===== config.mk =====
export PLATFORM = sky130hd
export DESIGN_NAME = clz_div
export DESIGN_NICKNAME = d
export VERILOG_FILES = /design/src/rtl/div_pkg.sv /design/src/rtl/clz.sv /design/src/rtl/clz_div.sv
export SDC_FILE = /design/constraint.sdc
export NUM_CORES = 1
export LEC_CHECK = 0
export ABC_CLOCK_PERIOD_IN_PS = 10250
export CAP_MARGIN = 20
export CORE_MARGIN = 2
export CORE_UTILIZATION = 55
export DETAILED_ROUTE_END_ITERATION = 10
export PLACE_DENSITY_LB_ADDON = 0.1
export SLEW_MARGIN = 10
export SYNTH_ARGS = -nofsm -noshare
export SYNTH_HDL_FRONTEND = slang
export SYNTH_HIERARCHICAL = 1
export SYNTH_SLANG_ARGS = --single-unit

===== constraint.sdc =====
create_clock -name clk -period 10.25 [get_ports clk]
set_input_delay 1.025 -clock clk [delete_from_list [all_inputs] [get_ports clk]]
set_output_delay 1.025 -clock clk [all_outputs]
set_load 0.02 [all_outputs]

===== src/rtl/div_pkg.sv =====
// Shared definitions for the iterative leading-zero-skipping divider.
//
// Contents:
//   state_t     - divider FSM states
//   DATA_W      - datapath width
//   CNT_W       - iteration counter width (holds 1..32)
//   DIV0_QUOT   - quotient returned for division by zero
//   SIGNED_MIN  - most negative 32-bit two's-complement value
//   cond_negate - two's-complement negate when a flag is set
package div_pkg;

    localparam int DATA_W = 32;
    localparam int CNT_W  = 6;

    localparam logic [DATA_W-1:0] DIV0_QUOT  = 32'hFFFF_FFFF;
    localparam logic [DATA_W-1:0] SIGNED_MIN = 32'h8000_0000;

    typedef enum logic [2:0] {
        S_IDLE = 3'd0,
        S_PREP = 3'd1,
        S_DIV  = 3'd2,
        S_FIX  = 3'd3,
        S_DONE = 3'd4
    } state_t;

    // Negating SIGNED_MIN wraps back to itself, which is exactly the
    // unsigned magnitude we want for that value.
    function automatic logic [DATA_W-1:0] cond_negate(input logic [DATA_W-1:0] value,
                                                      input logic             neg);
        cond_negate = neg ? (~value + 32'd1) : value;
    endfunction

endpackage


===== src/rtl/clz.sv =====
// Combinational 32-bit leading-zero counter.
//
// Ports:
//   value - operand
//   count - number of leading zeros; a zero operand reports 31, so callers
//           must treat zero as a special case themselves.
module clz (
    input  logic [31:0] value,
    output logic [4:0]  count
);

    // One-hot marker of the most significant set bit.
    logic [31:0] top_hit;

    genvar gi;
    generate
        for (gi = 0; gi < 32; gi++) begin : g_hit
            if (gi == 31) begin : g_msb
                assign top_hit[gi] = value[gi];
            end else begin : g_low
                assign top_hit[gi] = value[gi] & ~(|value[31:gi+1]);
            end
        end
    endgenerate

    // Encode the marker; with no bit set the default of 31 stands.
    always_comb begin
        count = 5'd31;
        for (int i = 0; i < 32; i++) begin
            if (top_hit[i]) begin
                count = 5'(31 - i);
            end
        end
    end

endmodule


===== src/rtl/clz_div.sv =====
// Iterative 32-bit radix-2 restoring divider with leading-zero skipping.
// The dividend magnitude is normalised by its leading-zero count so that
// only its significant bits are iterated over.
//
// Ports:
//   clk, rst              - clock, synchronous active-high reset
//   in_valid / in_ready   - operand handshake (in_ready low while busy or cancel)
//   dividend, divisor     - 32-bit operands
//   is_signed             - 1: two's-complement, 0: unsigned
//   cancel                - flush: abort any operation in flight
//   out_valid / out_ready - result handshake
//   quotient, remainder   - registered results, stable while out_valid
//   busy                  - an operation is in flight
module clz_div
    import div_pkg::*;
(
    input  logic        clk,
    input  logic        rst,
    input  logic        in_valid,
    output logic        in_ready,
    input  logic [31:0] dividend,
    input  logic [31:0] divisor,
    input  logic        is_signed,
    input  logic        cancel,
    output logic        out_valid,
    input  logic        out_ready,
    output logic [31:0] quotient,
    output logic [31:0] remainder,
    output logic        busy
);

    state_t state_reg, state_next;

    logic [31:0]      a_reg, a_next;          // raw dividend
    logic [31:0]      b_reg, b_next;          // raw divisor
    logic             signed_reg, signed_next;
    logic [31:0]      dmag_reg, dmag_next;    // |divisor|
    logic [31:0]      shift_reg, shift_next;  // dividend bits out, quotient bits in
    logic [31:0]      prem_reg, prem_next;    // partial remainder
    logic [CNT_W-1:0] cnt_reg, cnt_next;
    logic             q_neg_reg, q_neg_next;
    logic             r_neg_reg, r_neg_next;
    logic [31:0]      quot_reg, quot_next;
    logic [31:0]      rem_reg, rem_next;

    // Operand magnitudes, meaningful while in PREP.
    logic        a_neg, b_neg;
    logic [31:0] a_mag, b_mag;
    logic [4:0]  lz_count;

    assign a_neg = signed_reg & a_reg[31];
    assign b_neg = signed_reg & b_reg[31];
    assign a_mag = cond_negate(a_reg, a_neg);
    assign b_mag = cond_negate(b_reg, b_neg);

    clz u_clz (
        .value (a_mag),
        .count (lz_count)
    );

    // One restoring step: bring the next dividend bit into the partial
    // remainder and try to subtract the divisor. The 33-bit width keeps the
    // borrow visible even when the partial remainder has bit 31 set.
    logic [32:0] shifted_rem;
    logic [32:0] trial;

    assign shifted_rem = {prem_reg, shift_reg[31]};
    assign trial       = shifted_rem - {1'b0, dmag_reg};

    always_comb begin
        state_next  = state_reg;
        a_next      = a_reg;
        b_next      = b_reg;
        signed_next = signed_reg;
        dmag_next   = dmag_reg;
        shift_next  = shift_reg;
        prem_next   = prem_reg;
        cnt_next    = cnt_reg;
        q_neg_next  = q_neg_reg;
        r_neg_next  = r_neg_reg;
        quot_next   = quot_reg;
        rem_next    = rem_reg;

        case (state_reg)
            S_IDLE: begin
                if (in_valid && !cancel) begin
                    a_next      = dividend;
                    b_next      = divisor;
                    signed_next = is_signed;
                    state_next  = S_PREP;
                end
            end

            S_PREP: begin
                q_neg_next = a_neg ^ b_neg;
                r_neg_next = a_neg;
                dmag_next  = b_mag;
                if (b_reg == 32'd0) begin
                    quot_next  = DIV0_QUOT;
                    rem_next   = a_reg;
                    state_next = S_DONE;
                end else if (signed_reg && (a_reg == SIGNED_MIN) && (b_reg == 32'hFFFF_FFFF)) begin
                    quot_next  = SIGNED_MIN;
                    rem_next   = 32'd0;
                    state_next = S_DONE;
                end else if (a_reg == 32'd0) begin
                    // Must be caught here: the counter says 31 for zero.
                    quot_next  = 32'd0;
                    rem_next   = 32'd0;
                    state_next = S_DONE;
                end else begin
                    shift_next = a_mag << lz_count;
                    prem_next  = 32'd0;
                    cnt_next   = 6'd32 - {1'b0, lz_count};
                    state_next = S_DIV;
                end
            end

            S_DIV: begin
                if (!trial[32]) begin
                    prem_next  = trial[31:0];
                    shift_next = {shift_reg[30:0], 1'b1};
                end else begin
                    // Restored value is below the divisor, so it fits in 32 bits.
                    prem_next  = shifted_rem[31:0];
                    shift_next = {shift_reg[30:0], 1'b0};
                end
                cnt_next = cnt_reg - 6'd1;
                if (cnt_reg == 6'd1) begin
                    state_next = S_FIX;
                end
            end

            S_FIX: begin
                // Once every dividend bit has shifted out, shift_reg holds
                // the unsigned quotient with zero upper bits.
                quot_next  = cond_negate(shift_reg, q_neg_reg);
                rem_next   = cond_negate(prem_reg, r_neg_reg);
                state_next = S_DONE;
            end

            S_DONE: begin
                if (out_ready) begin
                    state_next = S_IDLE;
                end
            end

            default: begin
                state_next = S_IDLE;
            end
        endcase

        // A flush wins over everything, including loading a result.
        if (cancel && (state_reg != S_IDLE)) begin
            state_next = S_IDLE;
            quot_next  = quot_reg;
            rem_next   = rem_reg;
        end
    end

    always_ff @(posedge clk) begin
        if (rst) begin
            state_reg  <= S_IDLE;
            a_reg      <= '0;
            b_reg      <= '0;
            signed_reg <= 1'b0;
            dmag_reg   <= '0;
            shift_reg  <= '0;
            prem_reg   <= '0;
            cnt_reg    <= '0;
            q_neg_reg  <= 1'b0;
            r_neg_reg  <= 1'b0;
            quot_reg   <= '0;
            rem_reg    <= '0;
        end else begin
            state_reg  <= state_next;
            a_reg      <= a_next;
            b_reg      <= b_next;
            signed_reg <= signed_next;
            dmag_reg   <= dmag_next;
            shift_reg  <= shift_next;
            prem_reg   <= prem_next;
            cnt_reg    <= cnt_next;
            q_neg_reg  <= q_neg_next;
            r_neg_reg  <= r_neg_next;
            quot_reg   <= quot_next;
            rem_reg    <= rem_next;
        end
    end

    assign in_ready  = (state_reg == S_IDLE) & ~cancel;
    assign out_valid = (state_reg == S_DONE);
    assign busy      = (state_reg != S_IDLE);
    assign quotient  = quot_reg;
    assign remainder = rem_reg;

endmodule


### Word-level counts from Yosys, hierarchy flattened

Cells that the tools add are included.

| word-level totals | value |
|---|---|
| register bits | 236 |
| input port bits | 70 |
| output and inout port bits | 67 |
| word-level logic and storage cells | 212 |

| cells by class | value |
|---|---|
| add/sub/neg operators | 7 |
| eq/ne operators | 14 |
| shifts and indexed selects | 1 |
| mux-type cells | 63 |
| bitwise gates (word level) | 70 |
| reductions and logical operators | 45 |

Operators with widths:

| kind | number |
|---|---|
| 32-bit two-way mux | 16 |
| 32-bit one-hot mux with 2 select lines | 4 |
| 5-bit two-way mux | 30 |
| 32-bit by 1-bit adder with 32-bit output (second input constant) | 4 |
| 32-bit inverter | 4 |
| 32-bit equality test (second input constant) | 2 |
| 32-bit zero test | 2 |
| 1-bit bitwise AND | 33 |
| 33-bit by 32-bit subtractor with 33-bit output | 1 |
| 1-bit inverter | 32 |
| 32-bit by 5-bit << shifter with 32-bit output | 1 |
| 30-bit OR reduction | 1 |
| 29-bit OR reduction | 1 |
| 28-bit OR reduction | 1 |
| 27-bit OR reduction | 1 |
| 26-bit OR reduction | 1 |
| 25-bit OR reduction | 1 |
| 24-bit OR reduction | 1 |
| 23-bit OR reduction | 1 |
| 22-bit OR reduction | 1 |
| 21-bit OR reduction | 1 |
| 20-bit OR reduction | 1 |
| 19-bit OR reduction | 1 |
| 3-bit two-way mux | 6 |
| 39 further kinds | 53 |

### Depth between registers and ports, before layout

| depth | value |
|---|---|
| depth in word-level cells | 42 |
| gate-level depth with buffers | 24 |
| mapped depth without buffers | 21 |

### By module

Netlist, hierarchy kept.

By module, submodules not included:

| module | instances | cells each | area an instance (um^2) | sequential area each (um^2) |
|---|---|---|---|---|
| clz_div | 1 | 2096 | 15791.4 | 4724.5 |
| clz | 1 | 60 | 360.3 | 0.0 |

### Least setup slack after synthesis

No wires, ideal clock.

| timing path | value |
|---|---|
| path kind | register to register |
| start point | register a_reg[0] |
| end point | register shift_reg[14] |
| setup time | 0.132 ns |
| arrival | 5.207 ns |
| required time | 10.118 ns |
| slack | 4.911 ns |
| stages on the path, launching flop included | 22 |
| path buffers | 4 |
| period minus slack after synthesis | 5.339 ns |
| cell sequence | dfxtp_1 > clkbuf_1 > inv_1 > ha_1 > or4b_2 > nor4_4 > a21oi_1 > xor2_1 > or4_4 > or2_2 > o32ai_2 > nor4_1 > clkbuf_1 > inv_1 > clkbuf_1 > clkbuf_1 > nor2_1 > a221oi_1 > inv_1 > a222oi_1 > o31a_1 > nor3_1 |

| on the way | value |
|---|---|
| elaborated cells on any way between the ends | 135 |
| classes of those cells | 1 x add/sub; 3 x eq/ne; 1 x shift; 36 x mux; 61 x bitwise; 33 x reduce/logical |

RTL lines:

| what | line | text |
|---|---|---|
| start: declaration | clz_div.sv:34 | `logic [31:0] a_reg, a_next;` |
| start signal: assignment | clz_div.sv:177 | `a_reg <= a_next;` |
| 32-bit inverter (*) | div_pkg.sv:30 | `cond_negate = neg ? (~value + 32'd1) : value;` |
| 32-bit by 1-bit adder with 32-bit output (*) | div_pkg.sv:30 |  |
| 32-bit two-way mux (*) | div_pkg.sv:30 |  |
| net a_mag[14] | clz_div.sv:48 | `logic [31:0] a_mag, b_mag;` |
| 29-bit OR reduction | clz.sv:21 | `assign top_hit[gi] = value[gi] & ~(\|value[31:gi+1]);` |
| 1-bit inverter | clz.sv:21 |  |
| 1-bit bitwise AND | clz.sv:21 |  |
| 5-bit two-way mux (12 in a row) | clz.sv:30 | `if (top_hit[i]) begin` |
| 5-bit two-way mux (*) (18 in a row) | clz.sv:30 |  |
| net lz_count[1] | clz_div.sv:49 | `logic [4:0] lz_count;` |
| 32-bit by 5-bit << shifter with 32-bit output (*) | clz_div.sv:112 | `shift_next = a_mag << lz_count;` |
| 32-bit two-way mux (*) | clz_div.sv:106 | `end else if (a_reg == 32'd0) begin` |
| 32-bit two-way mux (*) | clz_div.sv:102 | `end else if (signed_reg && (a_reg == SIGNED_MIN) && (b_reg == 32'hFFFF_FFFF)) begin` |
| 32-bit two-way mux (*) | clz_div.sv:98 | `if (b_reg == 32'd0) begin` |
| 32-bit one-hot mux with 2 select lines (*) | clz_div.sv:84 | `case (state_reg)` |
| end signal: assignment | clz_div.sv:181 | `shift_reg <= shift_next;` |
| end: declaration | clz_div.sv:38 | `logic [31:0] shift_reg, shift_next;` |

The timed path passes the listed nets; every way through them passes the cells marked *. The select of a mux whose other input is x is not followed.
A chain may end at the register's enable or synchronous reset.

### Final worst setup path

| timing path | value |
|---|---|
| start point | register a_reg[5] |
| end point | register shift_reg[19] |

| on the way | value |
|---|---|
| elaborated cells on any way between the ends | 135 |
| classes of those cells | 1 x add/sub; 3 x eq/ne; 1 x shift; 36 x mux; 61 x bitwise; 33 x reduce/logical |

RTL lines:

| what | line |
|---|---|
| 32-bit inverter (*) | div_pkg.sv:30 |
| 32-bit by 1-bit adder with 32-bit output (*) | div_pkg.sv:30 |
| 32-bit two-way mux (*) | div_pkg.sv:30 |
| net a_mag[29] | clz_div.sv:48 |
| 29-bit OR reduction | clz.sv:21 |
| 1-bit inverter | clz.sv:21 |
| 1-bit bitwise AND | clz.sv:21 |
| 5-bit two-way mux (27 in a row) | clz.sv:30 |
| 5-bit two-way mux (*) (3 in a row) | clz.sv:30 |
| net lz_count[1] | clz_div.sv:49 |
| 32-bit by 5-bit << shifter with 32-bit output (*) | clz_div.sv:112 |
| 32-bit two-way mux (*) | clz_div.sv:106 |
| 32-bit two-way mux (*) | clz_div.sv:102 |
| 32-bit two-way mux (*) | clz_div.sv:98 |
| 32-bit one-hot mux with 2 select lines (*) | clz_div.sv:84 |

Marked as above.

==> metrics <==
Tcrit/Tclk final 67.7%; Clock power frac 29.8%; vias post-DR 16666; fin nets 2296; Post-synth ARST share 0%; row cnt 62; Final Cell Area 18500 µm²; register share of total power 32.4%; clock latency on the worst-skew pair 560 ps; register area 4720 µm²; die area 30800 µm²; synth unique cells 89; Port Buffer Count 136; HP Class reg -> reg; Routability Congestion 0.988; Ant. Diodes 0; Non-Filler Instances 2586; sequential area share after synthesis 29.3%; cts repair resizes 0; crit-path cells nor4_2 -> and4_1 -> nand3_1 -> o21a_1 -> xnor2_1 -> inv_1 -> nor4_2 -> and4b_1 -> nand2_1 -> o32ai_2 -> nor4_2 -> buf_4 -> inv_1 -> o32ai_1 -> nor3_1 -> mux2i_1 -> mux4_2 -> o221a_2 -> nor3_1; status completed; Die H 175 µm; setup tns final 0 ps; first-pass GRT wire length 85900 µm; cell taking the most area after synthesis dfxtp_1; CTS root buf clkbuf_16; CP max FO 55; cells after synthesis 2156; Total GRT Usage 34.5%; hpwl dp 40300 µm; clk slew on worst S/H paths 60 ps; #FFs+latches synth 236; area of the multi-input gates 10500 µm²; internal cell power 1.98 mW; Max VDD drop 0.133 mV; vias per cell 6.44; WL/cell 21.1 µm; Worst Path Required 10720 ps; placed insts 2539; gr ovfl total 0; ratio of cells with drive above 1 in the final layout 6.13%; Die Wd 175 µm; top-area cell type share of the netlist area 29.3%; Starting Density 56.1%; cts bufs inserted 26; total of max-cap violations 0; syn avg cell area 7.49 µm²; I/O pin cnt 137; Total Wirelength 54600 µm; largest net degree at the start of global routing 96; Area after DPL 17600 µm²; remaining antenna violation count 0; Fmax 144 MHz; max-slew violations 0; Starting DRT DRC Count 1595; net count after synthesis 2267; Power Total 3.22 mW; TritonRoute pass-1 iters 6; H-Tree Depth 1; minimum clock period 6940 ps; CP Launch Type register; Crit-path slowest cell nor4_2; setup bufs post-CTS 0; CTS tree done; fill count 2519; critical path endpoint category register; clk_skew 10.8 ps; Area Growth Syn to Fin 14.8%; Worst-Margin Slew 1020 ps; CP arrival 7420 ps; drt drc 0; CP max stage delay 750 ps; Final Hold Viols 0; Clock Sinks 236; hold buffers post-CTS 0; clk buf depth 3; Synthesis Warnings 6; top_reg_cell synth dfxtp_1; worst rel slew slack 32.1%; PD cells 174 nW/µm²; Mapped Area 16200 µm²; top cells by area, synth dfxtp_1, nor2_1, nand2_1; most used cell, CP nor4_2; vias in the first global route 15595; core area 28800 µm²; Sw Ratio 38.7%; combinational power share 37.7%; Finish-stage setup viols 0; leak pwr 6.74 nW; antenna violations before repair 0; RSZ-0062 raised after global routing false; number of synthesized flops with an enable pin 0; WS Path Type reg -> reg; switching power 1.25 mW
power by group through the flow:
stage	Clock (mW)	Combinational (mW)	Sequential, mW
finish	0.960	1.22	1.05
global route	1.00	1.32	1.05
CTS	0.965	1.19	1.04
detailed placement	0	1.18	1.06
global placement	0	1.18	1.06
floorplan	0	0.871	1.04
critical path, delay by kind of cell (launching register included):
family	cells	cell delay (ps)
AO/OA/AOI/OAI	4	1060
XOR/XNOR	1	240
buffers and inverters	3	1160
flip-flops	1	420
multiplexers	2	780
AND/OR/NAND/NOR	9	3190
cells by family after synthesis:
kind of cell | count (synthesis) | share of synthesized area [%]
simple gates | 782 | 22.8
compound gates | 650 | 27.3
buf+inv | 256 | 6.14
flops | 236 | 29.3
xor+xnor | 147 | 7.97
mux | 44 | 3.32
fa+ha+maj | 41 | 3.22
per-stage QoR:
| stage | setup WS (ps) | util, % | hold WS, ps |
|---|---|---|---|
| after floorplan | 4910 | - | 432 |
| after global placement | 3550 | 61.3 | 442 |
| after detailed placement | 3390 | 61.3 | 448 |
| after CTS | 3350 | 64.3 | 456 |
| after global routing | 2850 | 64.4 | 482 |
| final | 3310 | 64.4 | 456 |
path summary, 6_finish.rpt:
kind,start,to,slack (ps),depth (start not counted)
setup / recovery,a_reg[5],shift_reg[19],3310,19
hold / removal,dmag_reg[25],dmag_reg[25],460,2
setup reg to reg,a_reg[5],shift_reg[19],3310,19
hold reg to reg,dmag_reg[25],dmag_reg[25],460,2
synthesized netlist by cell type (all sizes together), types with 5 or more instances:
cell / number
nor2: 243
dfxtp: 236
nand2: 235
a21oi: 173
clkbuf: 134
nor3: 100
o21ai: 99
a211oi: 95
inv: 93
xnor2: 81
xor2: 66
ha: 40
a22oi: 36
o31ai: 34
nand3: 31
mux2i: 30
buf: 29
nor4: 26
nand4: 23
a221oi: 22
a31oi: 22
a21o: 21
nand2b: 21
or3: 21
a311oi: 17
or4: 17
and2: 14
o41ai: 13
o221ai: 12
o21a: 11
nor2b: 10
o2111ai: 9
or2: 9
o22ai: 8
a41oi: 7
and3: 7
mux2: 7
mux4: 7
o211ai: 7
o32ai: 6
a2111oi: 5
nand3b: 5
nor4b: 5
o211a: 5
cells in the final DEF (no fill, tap or decap), drive strengths merged, types with 21 or more instances in the layout:
cell / count
a21oi: 173
dfxtp: 236
nor3: 100
or3: 21
nand3: 31
nand2b: 21
nor4: 26
a221oi: 22
a31oi: 22
ha: 40
buf: 29
o21ai: 99
mux2i: 30
clkbuf: 37
nor2: 243
o31ai: 34
a22oi: 36
nand2: 235
xor2: 66
xnor2: 81
a21o: 21
nand4: 23
a211oi: 95
clkdlybuf4s50: 135
inv: 93
area by class of cell:
type	count	area share, %
clock buffers	37	4.06
clock inverters	8	0.655
inverters	93	1.88
multi-input cells	1664	56.8
flip-flops and latches	236	25.5
well taps	384	2.59
repair buffers	164	8.58
layer usage:
| layer | wire length [µm] | part of all wire [%] | up-vias | GRT usage [%] |
|---|---|---|---|---|
| li1 | - | - | 7915 | - |
| met1 | 22700 | 42 | 7966 | 44.4 |
| met2 | 26000 | 48 | 646 | 58.1 |
| met3 | 3520 | 6.4 | 139 | 4.81 |
| met4 | 2440 | 4.5 | 0 | 14.4 |
| met5 | 0 | 0 | - | 0 |
Note: power is estimated with default switching activity, not from simulation.
